## config.mk

```make
export PLATFORM = sky130hd
export DESIGN_NAME = div_bus_sequencer
export DESIGN_NICKNAME = d
export VERILOG_FILES = /design/src/rtl/div_bus_sequencer.sv
export SDC_FILE = /design/constraint.sdc
export NUM_CORES = 1
export LEC_CHECK = 0
export CORE_AREA = 2 2 78 80
export DETAILED_ROUTE_END_ITERATION = 10
export DIE_AREA = 0 0 80 82
export GPL_ROUTABILITY_DRIVEN = 0
export PLACE_DENSITY = 0.77
export SLEW_MARGIN = 20
export SYNTH_ARGS = -nofsm -noshare
export SYNTH_HDL_FRONTEND = slang
export SYNTH_SLANG_ARGS = --single-unit
export TNS_END_PERCENT = 50
```

## constraint.sdc

```tcl
create_clock -name i_clk -period 4.3 [get_ports i_clk]
set_input_delay 0.86 -clock i_clk [delete_from_list [all_inputs] [get_ports i_clk]]
set_output_delay 0.86 -clock i_clk [all_outputs]
set_load 0.02 [all_outputs]
```

## src/rtl/div_bus_sequencer.sv

```systemverilog
// Serialises one 16/8 division request onto the divider's shared input bus and
// returns the captured remainder/quotient; zero divisors and divider hangs are answered locally.
module div_bus_sequencer #(
  parameter int TIMEOUT_CYCLES = 64
) (
  input  logic        i_clk,
  input  logic        i_rst_n,
  input  logic        i_req_valid,
  output logic        o_req_ready,
  input  logic [15:0] i_req_dividend,
  input  logic [7:0]  i_req_divisor,
  output logic        o_rsp_valid,
  input  logic        i_rsp_ready,
  output logic [7:0]  o_rsp_quotient,
  output logic [7:0]  o_rsp_remainder,
  output logic        o_rsp_dbz,
  output logic        o_rsp_timeout,
  output logic        o_div_begin,
  output logic [7:0]  o_div_in_bus,
  input  logic        i_div_fin,
  input  logic [7:0]  i_div_out_bus,
  output logic        o_busy
);

  typedef enum logic [2:0] {
    S_IDLE, S_DRV_A, S_DRV_Q, S_DRV_M, S_WAIT_FIN, S_CAP_REM, S_CAP_QUO, S_RESP
  } state_t;

  localparam logic [7:0] LP_CNT_MAX = 8'(TIMEOUT_CYCLES - 1);

  state_t     r_state;
  logic [7:0] r_dvd_lo;
  logic [7:0] r_divisor;
  logic [7:0] r_cnt;
  logic       r_fin_q;
  logic       r_req_ready;
  logic       r_rsp_valid;
  logic [7:0] r_quo;
  logic [7:0] r_rem;
  logic       r_dbz;
  logic       r_to;
  logic       r_begin;
  logic [7:0] r_bus;
  logic       r_busy;

  logic w_accept;
  logic w_fin_rise;

  assign w_accept   = i_req_valid & r_req_ready;
  // Only a fresh edge counts: a fin level left over from the last job must not retrigger.
  assign w_fin_rise = i_div_fin & ~r_fin_q;

  always_ff @(posedge i_clk or negedge i_rst_n) begin
    if (!i_rst_n) begin
      r_state     <= S_IDLE;
      r_dvd_lo    <= 8'h00;
      r_divisor   <= 8'h00;
      r_cnt       <= 8'h00;
      r_fin_q     <= 1'b0;
      r_req_ready <= 1'b1;
      r_rsp_valid <= 1'b0;
      r_quo       <= 8'h00;
      r_rem       <= 8'h00;
      r_dbz       <= 1'b0;
      r_to        <= 1'b0;
      r_begin     <= 1'b0;
      r_bus       <= 8'h00;
      r_busy      <= 1'b0;
    end else begin
      r_fin_q <= i_div_fin;
      case (r_state)
        S_IDLE: begin
          if (w_accept) begin
            r_dvd_lo    <= i_req_dividend[7:0];
            r_divisor   <= i_req_divisor;
            r_req_ready <= 1'b0;
            r_busy      <= 1'b1;
            if (i_req_divisor == 8'h00) begin
              r_state     <= S_RESP;
              r_rsp_valid <= 1'b1;
              r_quo       <= 8'hFF;
              r_rem       <= i_req_dividend[7:0];
              r_dbz       <= 1'b1;
            end else begin
              r_state <= S_DRV_A;
              r_begin <= 1'b1;
              r_bus   <= i_req_dividend[15:8];
            end
          end
        end
        S_DRV_A: begin
          r_begin <= 1'b0;
          r_bus   <= r_dvd_lo;
          r_state <= S_DRV_Q;
        end
        S_DRV_Q: begin
          r_bus   <= r_divisor;
          r_state <= S_DRV_M;
        end
        S_DRV_M: begin
          r_bus   <= 8'h00;
          r_cnt   <= 8'h00;
          r_state <= S_WAIT_FIN;
        end
        S_WAIT_FIN: begin
          if (w_fin_rise) begin
            r_state <= S_CAP_REM;
          end else if (r_cnt == LP_CNT_MAX) begin
            r_state     <= S_RESP;
            r_rsp_valid <= 1'b1;
            r_to        <= 1'b1;
            r_quo       <= 8'h00;
            r_rem       <= 8'h00;
          end else begin
            r_cnt <= r_cnt + 8'd1;
          end
        end
        S_CAP_REM: begin
          r_rem   <= i_div_out_bus;
          r_state <= S_CAP_QUO;
        end
        S_CAP_QUO: begin
          r_quo       <= i_div_out_bus;
          r_rsp_valid <= 1'b1;
          r_state     <= S_RESP;
        end
        S_RESP: begin
          if (i_rsp_ready) begin
            r_rsp_valid <= 1'b0;
            r_dbz       <= 1'b0;
            r_to        <= 1'b0;
            r_req_ready <= 1'b1;
            r_busy      <= 1'b0;
            r_state     <= S_IDLE;
          end
        end
        default: begin
          r_state     <= S_IDLE;
          r_req_ready <= 1'b1;
          r_rsp_valid <= 1'b0;
          r_begin     <= 1'b0;
          r_bus       <= 8'h00;
          r_busy      <= 1'b0;
        end
      endcase
    end
  end

  assign o_req_ready     = r_req_ready;
  assign o_rsp_valid     = r_rsp_valid;
  assign o_rsp_quotient  = r_quo;
  assign o_rsp_remainder = r_rem;
  assign o_rsp_dbz       = r_dbz;
  assign o_rsp_timeout   = r_to;
  assign o_div_begin     = r_begin;
  assign o_div_in_bus    = r_bus;
  assign o_busy          = r_busy;

endmodule

```

==> impl_metrics.py, run 1 <==
metrics = {
    "routing": {
        "avgViaCountPerCell": 5.86,
        "vias": 2443,
        "antenna_left": 0,
        "drc": 0,
        "drt_first_iter_violations": 232,
        "drt_pre_antenna_iters": 4,
        "totalWireLength_um": 6860,
        "post_drt_wl_per_cell_um": 16.5,
    },
    "logic_synthesis": {
        "synth-seq-cells": 58,
        "syn_nets": 311,
        "synthTopCellsByArea": "dfrtp_1 51%, mux2_2 6.4%, nand2_1 5.6%, a2bb2oi_1 4.7%, nor2_1 4.1%",
        "yosysUniqueCellTypes": 42,
        "syn_area_um2": 2800,
        "seq_area_frac_synth_pct": 51.8,
        "synth_async_sr_flop_share_pct": 100,
        "avgSynthCellArea_um2": 10.3,
        "yosys_most_used_dff": "dfrtp_1",
        "postSynthCellCount": 273,
        "synth_edf_count": 0,
        "synth.top_cell.area_share_pct": 50.9,
        "yosys.area.top_type": "dfrtp_1",
        "ys_warn_count": 0,
    },
    "global_routing": {
        "top_usage_layer": "met2",
        "grtUsageMet1_pct": 30.3,
        "track_usage_pct": 21.9,
        "grt_start_max_net_pins": 59,
        "met2_usage_pct": 33.5,
        "antenna_found_initial": 0,
        "grt.overflow.total": 0,
        "grt_use_met3_pct": 4.40,
        "grt_pass1_vias": 2319,
        "grt_first_pass_wirelength_um": 11100,
    },
    "pwr": {
        "p_clk_share_pct": 16.7,
        "power.internal_mw": 1.67,
        "p_per_area_nw_per_um2": 752,
        "power.leakage_nw": 1.53,
        "p_sw_share_pct": 39.2,
        "seqPwrFrac_pct": 37.7,
        "switching_power_mw": 1.08,
        "pwr-share-comb_pct": 45.6,
        "peakVddDrop_mv": 0.359,
    },
    "outcome": {
        "status": "completed",
    },
    "cts": {
        "cts_max_level": 3,
        "clk_pin_slew_ps": 60,
        "cts_tree": "yes",
        "numCtsBuffers": 9,
        "postCtsSetupRepairBufs": 0,
        "cts-root-buf": "clkbuf_8",
        "cts-resized-gates": 0,
        "clk_latency_ps": 320,
        "cts.sinks": 58,
        "cts_buffer_depth": 2,
        "cts_hold_repair.buffers": 0,
    },
    "critical_path": {
        "crit_required_ps": 4540,
        "reg2regPathDepth": 5,
        "cp.arrival_ps": 3230,
        "path_class": "in -> reg",
        "crit-reg2reg-launch": "r_state[0]",
        "r2r_end": "o_rsp_quotient[6]",
        "r2r_slack_ps": 1560,
        "crit_path_max_fanout": 12,
        "worst_setup_path_start_kind": "input port",
        "end_kind": "register",
    },
    "sta": {
        "setup_viol": 0,
        "fin_crit_sh_pct": 69.6,
        "max_freq_ghz": 0.334,
        "drv_slew": 0,
        "worst_slack_ps": 1310,
        "clock_skew_ps": 3.90,
        "rsz0062_at_grt": "false",
        "final.min_clock_period_ps": 2990,
        "max-slew-margin-rel_pct": 31.7,
        "final.setup.tns_ps": 0,
        "worst_pin_slew_ps": 1020,
        "finalHoldViolCount": 0,
    },
    "layout": {
        "layout_commonest_cell": "clkdlybuf4s50_1",
        "fin_cells": 417,
        "synthToLayoutAreaGrowth_pct": 30.7,
        "final_nets": 375,
        "fill_cells": 490,
        "antenna_cells": 0,
        "drive_above_1_share_pct": 12.3,
        "final_cell_mix": "65 x clkdlybuf4s50_1, 57 x dfrtp_1, 42 x nand2_1, 31 x nor2_1, 20 x o21ai_0",
    },
    "worst_hold_path": {
        "holdPathStages": 2,
        "min_from": "o_busy",
        "min_to": "o_busy",
        "hp-class": "reg -> reg",
    },
    "floorplanning": {
        "die_y_um": 82,
        "die_x_um": 80,
        "dieArea_um2": 6560,
        "start_util_pct": 48.8,
        "ioPinCount": 67,
        "core_area_um2": 5750,
        "rows": 28,
    },
    "job": {
        "drv_cap": 0,
    },
    "placed_design": {
        "dp_worst_setup_slack_ps": 997,
        "hpwl_um": 4860,
        "io_buffer_count": 66,
        "dp.cells": 401,
    },
}
==> routing by layer <==
layer / wire (um) / vias to the layer above / share of wire (%)
met3: 464 / 14 / 6.8
met2: 3360 / 106 / 49
met1: 2890 / 1199 / 42
li1: - / 1124 / -
met5: 0 / - / 0
met4: 156 / 0 / 2.3
==> worst max-delay path: stages <==
cell             delay [ps]
clkdlybuf4s50_1         420
or4_4                   560
or3_4                   400
a2bb2oi_4               330
nor3b_4                 460
a2bb2oi_1               200
==> per-stage QoR <==
stage               total power, mW  cell area, um2  hold slack (ps)  util [%]
floorplan                      1.83            2800              464         -
global placement               2.26            3480              467      60.6
detailed placement             2.30            3480              470      60.6
CTS                            2.76            3660              485      63.8
global route                   2.94            3660              523      63.8
finish                         2.76            3660              478      63.8
==> cell usage after synthesis (8+ instances only) <==
library cell	n
dfrtp_1	57
nand2_1	42
nor2_1	31
o21ai_0	20
mux2_2	16
a2bb2oi_1	15
a21oi_1	14
a22oi_1	9
a221oi_1	8
clkbuf_1	8
==> cell type report <==
type	instances	area (um2)	share of cell area, %
well taps	75	93.8	2.56
clock buffers	14	173	4.71
repair buffers	68	671	18.3
inverters	2	7.51	0.205
flip-flops and latches	58	1450	39.7
multi-input cells	198	1260	34.3
clock inverters	2	10.0	0.273
==> registers in the layout, summed over array words and instances, names as in the netlist, 3 cells and up <==
register and count:
r_divisor 8, o_rsp_quotient 8, o_div_in_bus 8, r_cnt 8, o_rsp_remainder 8, r_state 3
r_dvd_lo 8
==> power groups by stage <==
stage | clock (mW) | combinational (mW) | sequential (mW)
global placement | 0 | 1.22 | 1.03
finish | 0.460 | 1.26 | 1.04
global route | 0.494 | 1.37 | 1.07
detailed placement | 0 | 1.26 | 1.03
floorplan | 0 | 0.760 | 1.07
CTS | 0.467 | 1.26 | 1.03
==> cells by family (layout without fill, tap and decap cells) <==
kind of cell    Yosys count  after routing  share of synthesized area, %
simple gates             97             97                          16.0
compound gates           83             83                          21.6
xor+xnor                  1              1                         0.312
buf+inv                  17             86                          3.39
flops                    58             58                          51.8
mux                      16             16                          6.43
fa+ha+maj                 1              1                         0.446
==> worst max-delay path by stage <==
| stage | to | slack [ps] | cells past startpoint | start |
|---|---|---|---|---|
| CTS | o_rsp_quotient[6] | 1330 | 6 | i_req_divisor[5] |
| global route | o_rsp_quotient[0] | 1170 | 6 | i_req_divisor[5] |
| detailed placement | o_rsp_quotient[6] | 1000 | 6 | i_req_divisor[5] |
| global placement | o_rsp_quotient[1] | 1080 | 6 | i_req_divisor[5] |
| finish | o_rsp_quotient[6] | 1310 | 6 | i_req_divisor[5] |
| floorplan | o_rsp_remainder[0] | 1740 | 6 | i_req_divisor[5] |
Note: power is estimated with default switching activity, not from simulation.
==> run 2: changes to the inputs <==
CORE_AREA = 2 2 82 84   (was 2 2 78 80)
DIE_AREA = 0 0 84 86   (was 0 0 80 82)
PLACE_DENSITY = 0.73   (was 0.77)
clock period = 2.55 ns   (was 4.3 ns; I/O delays follow)
==> impl_metrics.py, run 2 (same netlist as run 1, synthesis figures left out) <==
metrics = {
    "outcome": {
        "status": "completed",
    },
    "critical_path": {
        "crit_slowest_cell": "or4_1",
        "crit-reg2reg-launch": "r_cnt[0]",
        "reg2regPathDepth": 8,
        "worstPathCellList": "clkdlybuf4s50_1, or4_1, or3_4, a2bb2oi_4, buf_4, and3b_2, a2bb2oi_1",
        "path_class": "in -> reg",
        "startpoint": "i_req_divisor[0]",
        "cp.arrival_ps": 2660,
        "worst_setup_path_start_kind": "input port",
        "crit_required_ps": 2760,
        "crit_path_max_fanout": 8,
        "max_stage_delay_ps": 580,
        "end_kind": "register",
    },
    "global_routing": {
        "grt_first_pass_wirelength_um": 11800,
        "grt_start_max_net_pins": 31,
        "grt.overflow.total": 0,
        "grt_pass1_vias": 2364,
        "track_usage_pct": 20.9,
        "antenna_found_initial": 0,
    },
    "cts": {
        "cts_hold_repair.buffers": 0,
        "cts_tree": "yes",
        "cts_buffer_depth": 2,
        "cts_max_level": 3,
        "cts.sinks": 58,
        "clk_latency_ps": 340,
        "numCtsBuffers": 9,
        "cts-root-buf": "clkbuf_8",
        "clk_pin_slew_ps": 70,
    },
    "routing": {
        "wl_met2_um": 3670,
        "avgViaCountPerCell": 5.61,
        "wl_met1_um": 3070,
        "drc": 0,
        "wl_met3_um": 367,
        "drt_pre_antenna_iters": 4,
        "post_drt_wl_per_cell_um": 16.6,
        "antenna_left": 0,
        "vias": 2440,
        "drt_first_iter_violations": 137,
        "highest_layer": "met4",
        "totalWireLength_um": 7240,
    },
    "pwr": {
        "power.leakage_nw": 1.62,
        "peakVddDrop_mv": 0.981,
        "p_per_area_nw_per_um2": 1290,
    },
    "sta": {
        "rsz0062_at_grt": "false",
        "clock_skew_ps": 9.57,
        "max-slew-margin-rel_pct": 52.2,
        "setup_viol": 0,
        "final.setup.tns_ps": 0,
        "max_freq_ghz": 0.408,
        "worst_pin_slew_ps": 717,
        "finalHoldViolCount": 0,
        "fin_crit_sh_pct": 96.0,
        "final.min_clock_period_ps": 2450,
        "whs_ps": 120,
        "drv_slew": 0,
    },
    "layout": {
        "final_cell_mix": "65 x clkdlybuf4s50_1, 57 x dfrtp_1, 42 x nand2_1, 31 x nor2_1, 20 x o21ai_0",
        "drive_above_1_share_pct": 16.5,
        "seq_area_um2": 1450,
        "antenna_cells": 0,
        "layout_commonest_cell": "clkdlybuf4s50_1",
        "synthToLayoutAreaGrowth_pct": 36.3,
        "fill_cells": 528,
        "multi_input_area_um2": 1260,
        "final_nets": 391,
    },
    "floorplanning": {
        "dieArea_um2": 7220,
        "die_y_um": 86,
        "rows": 29,
        "core_area_um2": 6280,
        "start_util_pct": 44.7,
        "die_x_um": 84,
        "ioPinCount": 67,
    },
    "placed_design": {
        "hpwl_um": 5290,
        "io_buffer_count": 66,
    },
    "job": {
        "drv_cap": 0,
    },
    "worst_hold_path": {
        "hp-class": "in -> async",
    },
}
-- run 2: changes by cell type in the layout (fill, tap and decap cells not counted) --
cell	previous run	this run
buf_4	2	18
bufinv_16	0	2
clkbuf_8	12	10
clkbuf_1	2	1
clkinvlp_4	0	1
-- run 2: report_power, final --
part	total [mW]	leakage (nW)	switching, mW	internal [mW]
Combinational	2.38	0.811	1.22	1.16
Sequential	1.62	0.701	0.287	1.33
Clock	0.935	0.109	0.362	0.573
Total	4.94	1.62	1.87	3.07
-- run 2: path summary, 6_finish.rpt --
kind	end	slack, ps
max in group asynchronous	o_req_ready	1740
worst min register to register	o_busy	470
worst min-delay path	r_divisor[4]	120
worst max-delay path	o_rsp_quotient[0]	100
min in group i_clk	o_busy	470
worst max register to register	o_rsp_quotient[0]	490
-- run 2: layout make-up --
| type | count | share of cell area (%) |
|---|---|---|
| timing repair buffer | 84 | 20.7 |
| clock inverter | 5 | 2.03 |
| inverter | 2 | 0.196 |
| tap | 77 | 2.52 |
| multi-input combinational | 198 | 32.9 |
| sequential | 58 | 38.0 |
| clock buffer | 11 | 3.70 |
-- run 2: critical path, delay by kind of cell --
kind            cells  cell delay [ps]
simple gates        3             1250
buf+inv             2              600
compound gates      2              310
-- run 2: per-layer routing --
metal / vias up / track usage [%]
met5: - / 0
met4: 0 / 8.36
met3: 13 / 6.06
met2: 78 / 34.5
met1: 1195 / 25.9
li1: 1154 / -
-- run 2: stage by stage --
stage / utilization (%) / power, mW / setup slack, ps / cell area, um2 / std cells
final: 60.9 / 4.94 / 102 / 3820 / 435
after global routing: 60.9 / 5.23 / 20.4 / 3820 / 435
after CTS: 60.8 / 4.95 / 117 / 3810 / 434
after detailed placement: 57.3 / 4.00 / -261 / 3600 / 418
after global placement: 57.3 / 3.94 / -177 / 3600 / 418
after floorplan: - / 3.09 / 337 / 2800 / 273
-- run 2: what timing repair did --
action / in CTS / in global routing
resized for setup: 0 / 0
endpoints found under the hold margin: 0 / 0
endpoints found under the setup margin: 0 / 5
setup buffers: 0 / 1
==> run 3: changes to the inputs <==
CORE_AREA = 2 2 59 117   (was 2 2 82 84)
DIE_AREA = 0 0 61 119   (was 0 0 84 86)
SETUP_SLACK_MARGIN = 0.2   (was not set)
==> impl_metrics.py, run 3 (same netlist as run 1, synthesis figures left out) <==
metrics = {
    "floorplanning": {
        "rows": 42,
        "ioPinCount": 67,
        "die_x_um": 61,
        "die_y_um": 119,
        "core_area_um2": 6460,
        "start_util_pct": 43.4,
        "dieArea_um2": 7260,
    },
    "placed_design": {
        "io_buffer_count": 66,
        "hpwl_um": 5340,
        "placed_cell_area_um2": 3590,
    },
    "critical_path": {
        "max_stage_delay_ps": 440,
        "crit_slowest_cell": "clkdlybuf4s50_1",
        "crit_path_max_fanout": 5,
        "end_kind": "register",
        "crit_required_ps": 2810,
        "worst_setup_path_start_kind": "input port",
        "worstPathCellList": "clkdlybuf4s50_1, or4_4, or3_4, a2bb2oi_4, nor3b_4, buf_6, a2bb2oi_2",
        "cp.arrival_ps": 2570,
        "path_class": "in -> reg",
    },
    "routing": {
        "vias": 2472,
        "drt_pre_antenna_iters": 5,
        "drc": 0,
        "post_drt_wl_per_cell_um": 17.0,
        "totalWireLength_um": 7650,
        "avgViaCountPerCell": 5.51,
        "drt_first_iter_violations": 142,
        "antenna_left": 0,
    },
    "layout": {
        "final_nets": 394,
        "antenna_cells": 0,
        "layout_commonest_cell": "clkdlybuf4s50_1",
        "synthToLayoutAreaGrowth_pct": 43.4,
        "drive_above_1_share_pct": 19.9,
        "fin_area_um2": 4020,
        "final_cell_mix": "59 x clkdlybuf4s50_1, 57 x dfrtp_1, 42 x nand2_1, 31 x nor2_1, 20 x o21ai_0",
    },
    "worst_hold_path": {
        "hp-class": "in -> async",
    },
    "global_routing": {
        "grt_pass1_vias": 2520,
        "antenna_found_initial": 0,
        "track_usage_pct": 22.1,
        "grt_start_max_net_pins": 37,
        "grt.overflow.total": 0,
        "grt_first_pass_wirelength_um": 11900,
    },
    "sta": {
        "final.min_clock_period_ps": 2310,
        "fin_crit_sh_pct": 90.6,
        "max_freq_ghz": 0.433,
        "drv_slew": 0,
        "finalHoldViolCount": 0,
        "rsz0062_at_grt": "false",
        "setup_viol": 0,
        "max-slew-margin-rel_pct": 47.2,
        "worst_pin_slew_ps": 791,
        "clock_skew_ps": 6.09,
    },
    "cts": {
        "cts-root-buf": "clkbuf_16",
        "cts_buffer_depth": 2,
        "numCtsBuffers": 9,
        "cts.sinks": 58,
        "clk_pin_slew_ps": 50,
        "cts_tree": "yes",
        "cts_max_level": 3,
        "clk_latency_ps": 330,
    },
    "pwr": {
        "total_power_mw": 5.43,
        "power.leakage_nw": 1.74,
        "p_per_area_nw_per_um2": 1350,
        "peakVddDrop_mv": 0.661,
    },
    "outcome": {
        "status": "completed",
    },
    "job": {
        "drv_cap": 0,
    },
}
==> run 3: cell count changes in the layout (fill, tap and decap cells not counted), moves of 2 or more <==
cell	delta
clkbuf_16	+9
a2bb2oi_1	-8
a2bb2oi_2	+8
clkbuf_8	-8
clkdlybuf4s50_1	-6
dlymetal6s2s_1	+6
buf_6	+2
==> run 3: where the power goes <==
part	switching, mW	internal [mW]
sequential	0.340	1.34
combinational	1.26	1.28
clock	0.412	0.802
total	2.01	3.42
==> run 3: critical path: cells and delay by family <==
| kind | cells | cell delay (ps) |
|---|---|---|
| simple gates | 3 | 1110 |
| buf+inv | 2 | 600 |
| compound gates | 2 | 340 |
==> run 3: area by class of cell <==
type	count	area [um2]
clock buffer	11	253
fill	550	2440
inverter	2	7.51
tap	88	110
sequential	58	1450
timing repair buffer	87	836
multi-input combinational	198	1310
clock inverter	5	52.6
==> run 3: path summary, 6_finish.rpt <==
kind | from | end | slack, ps | cells after the start
worst max-delay path | i_req_divisor[2] | o_rsp_quotient[4] | 240 | 7
worst min-delay path | i_rst_n | r_cnt[6] | 260 | 1
worst max register to register | r_state[0] | o_rsp_remainder[6] | 420 | 7
worst min register to register | o_rsp_timeout | o_rsp_timeout | 500 | 2
max in group asynchronous | i_rst_n | o_div_in_bus[6] | 1610 | 2
min in group i_clk | i_req_divisor[6] | r_divisor[6] | 470 | 2
==> run 3: timing repair <==
action                                  CTS  global route
pin swaps                                 1             4
gates resized for setup                   1            16
setup buffers                             4             3
hold buffers                              0             0
endpoints found under the hold margin     0             0
endpoints found under the setup margin    9            16
==> run 3: per-layer routing <==
layer	wire (um)	track usage, %
met4	243	11.0
met5	0	0
met1	2950	26.4
met3	447	6.19
met2	4010	35.1
==> run 3: stage by stage <==
stage	util (%)	setup slack, ps	instances	setup TNS [ps]	hold WS (ps)
after floorplan	-	337	273	0	214
after global placement	55.5	-127	426	-1610	461
after detailed placement	55.5	-237	426	-2720	498
after CTS	60.8	188	446	0	283
after global routing	62.2	166	449	0	319
final	62.2	240	449	0	264
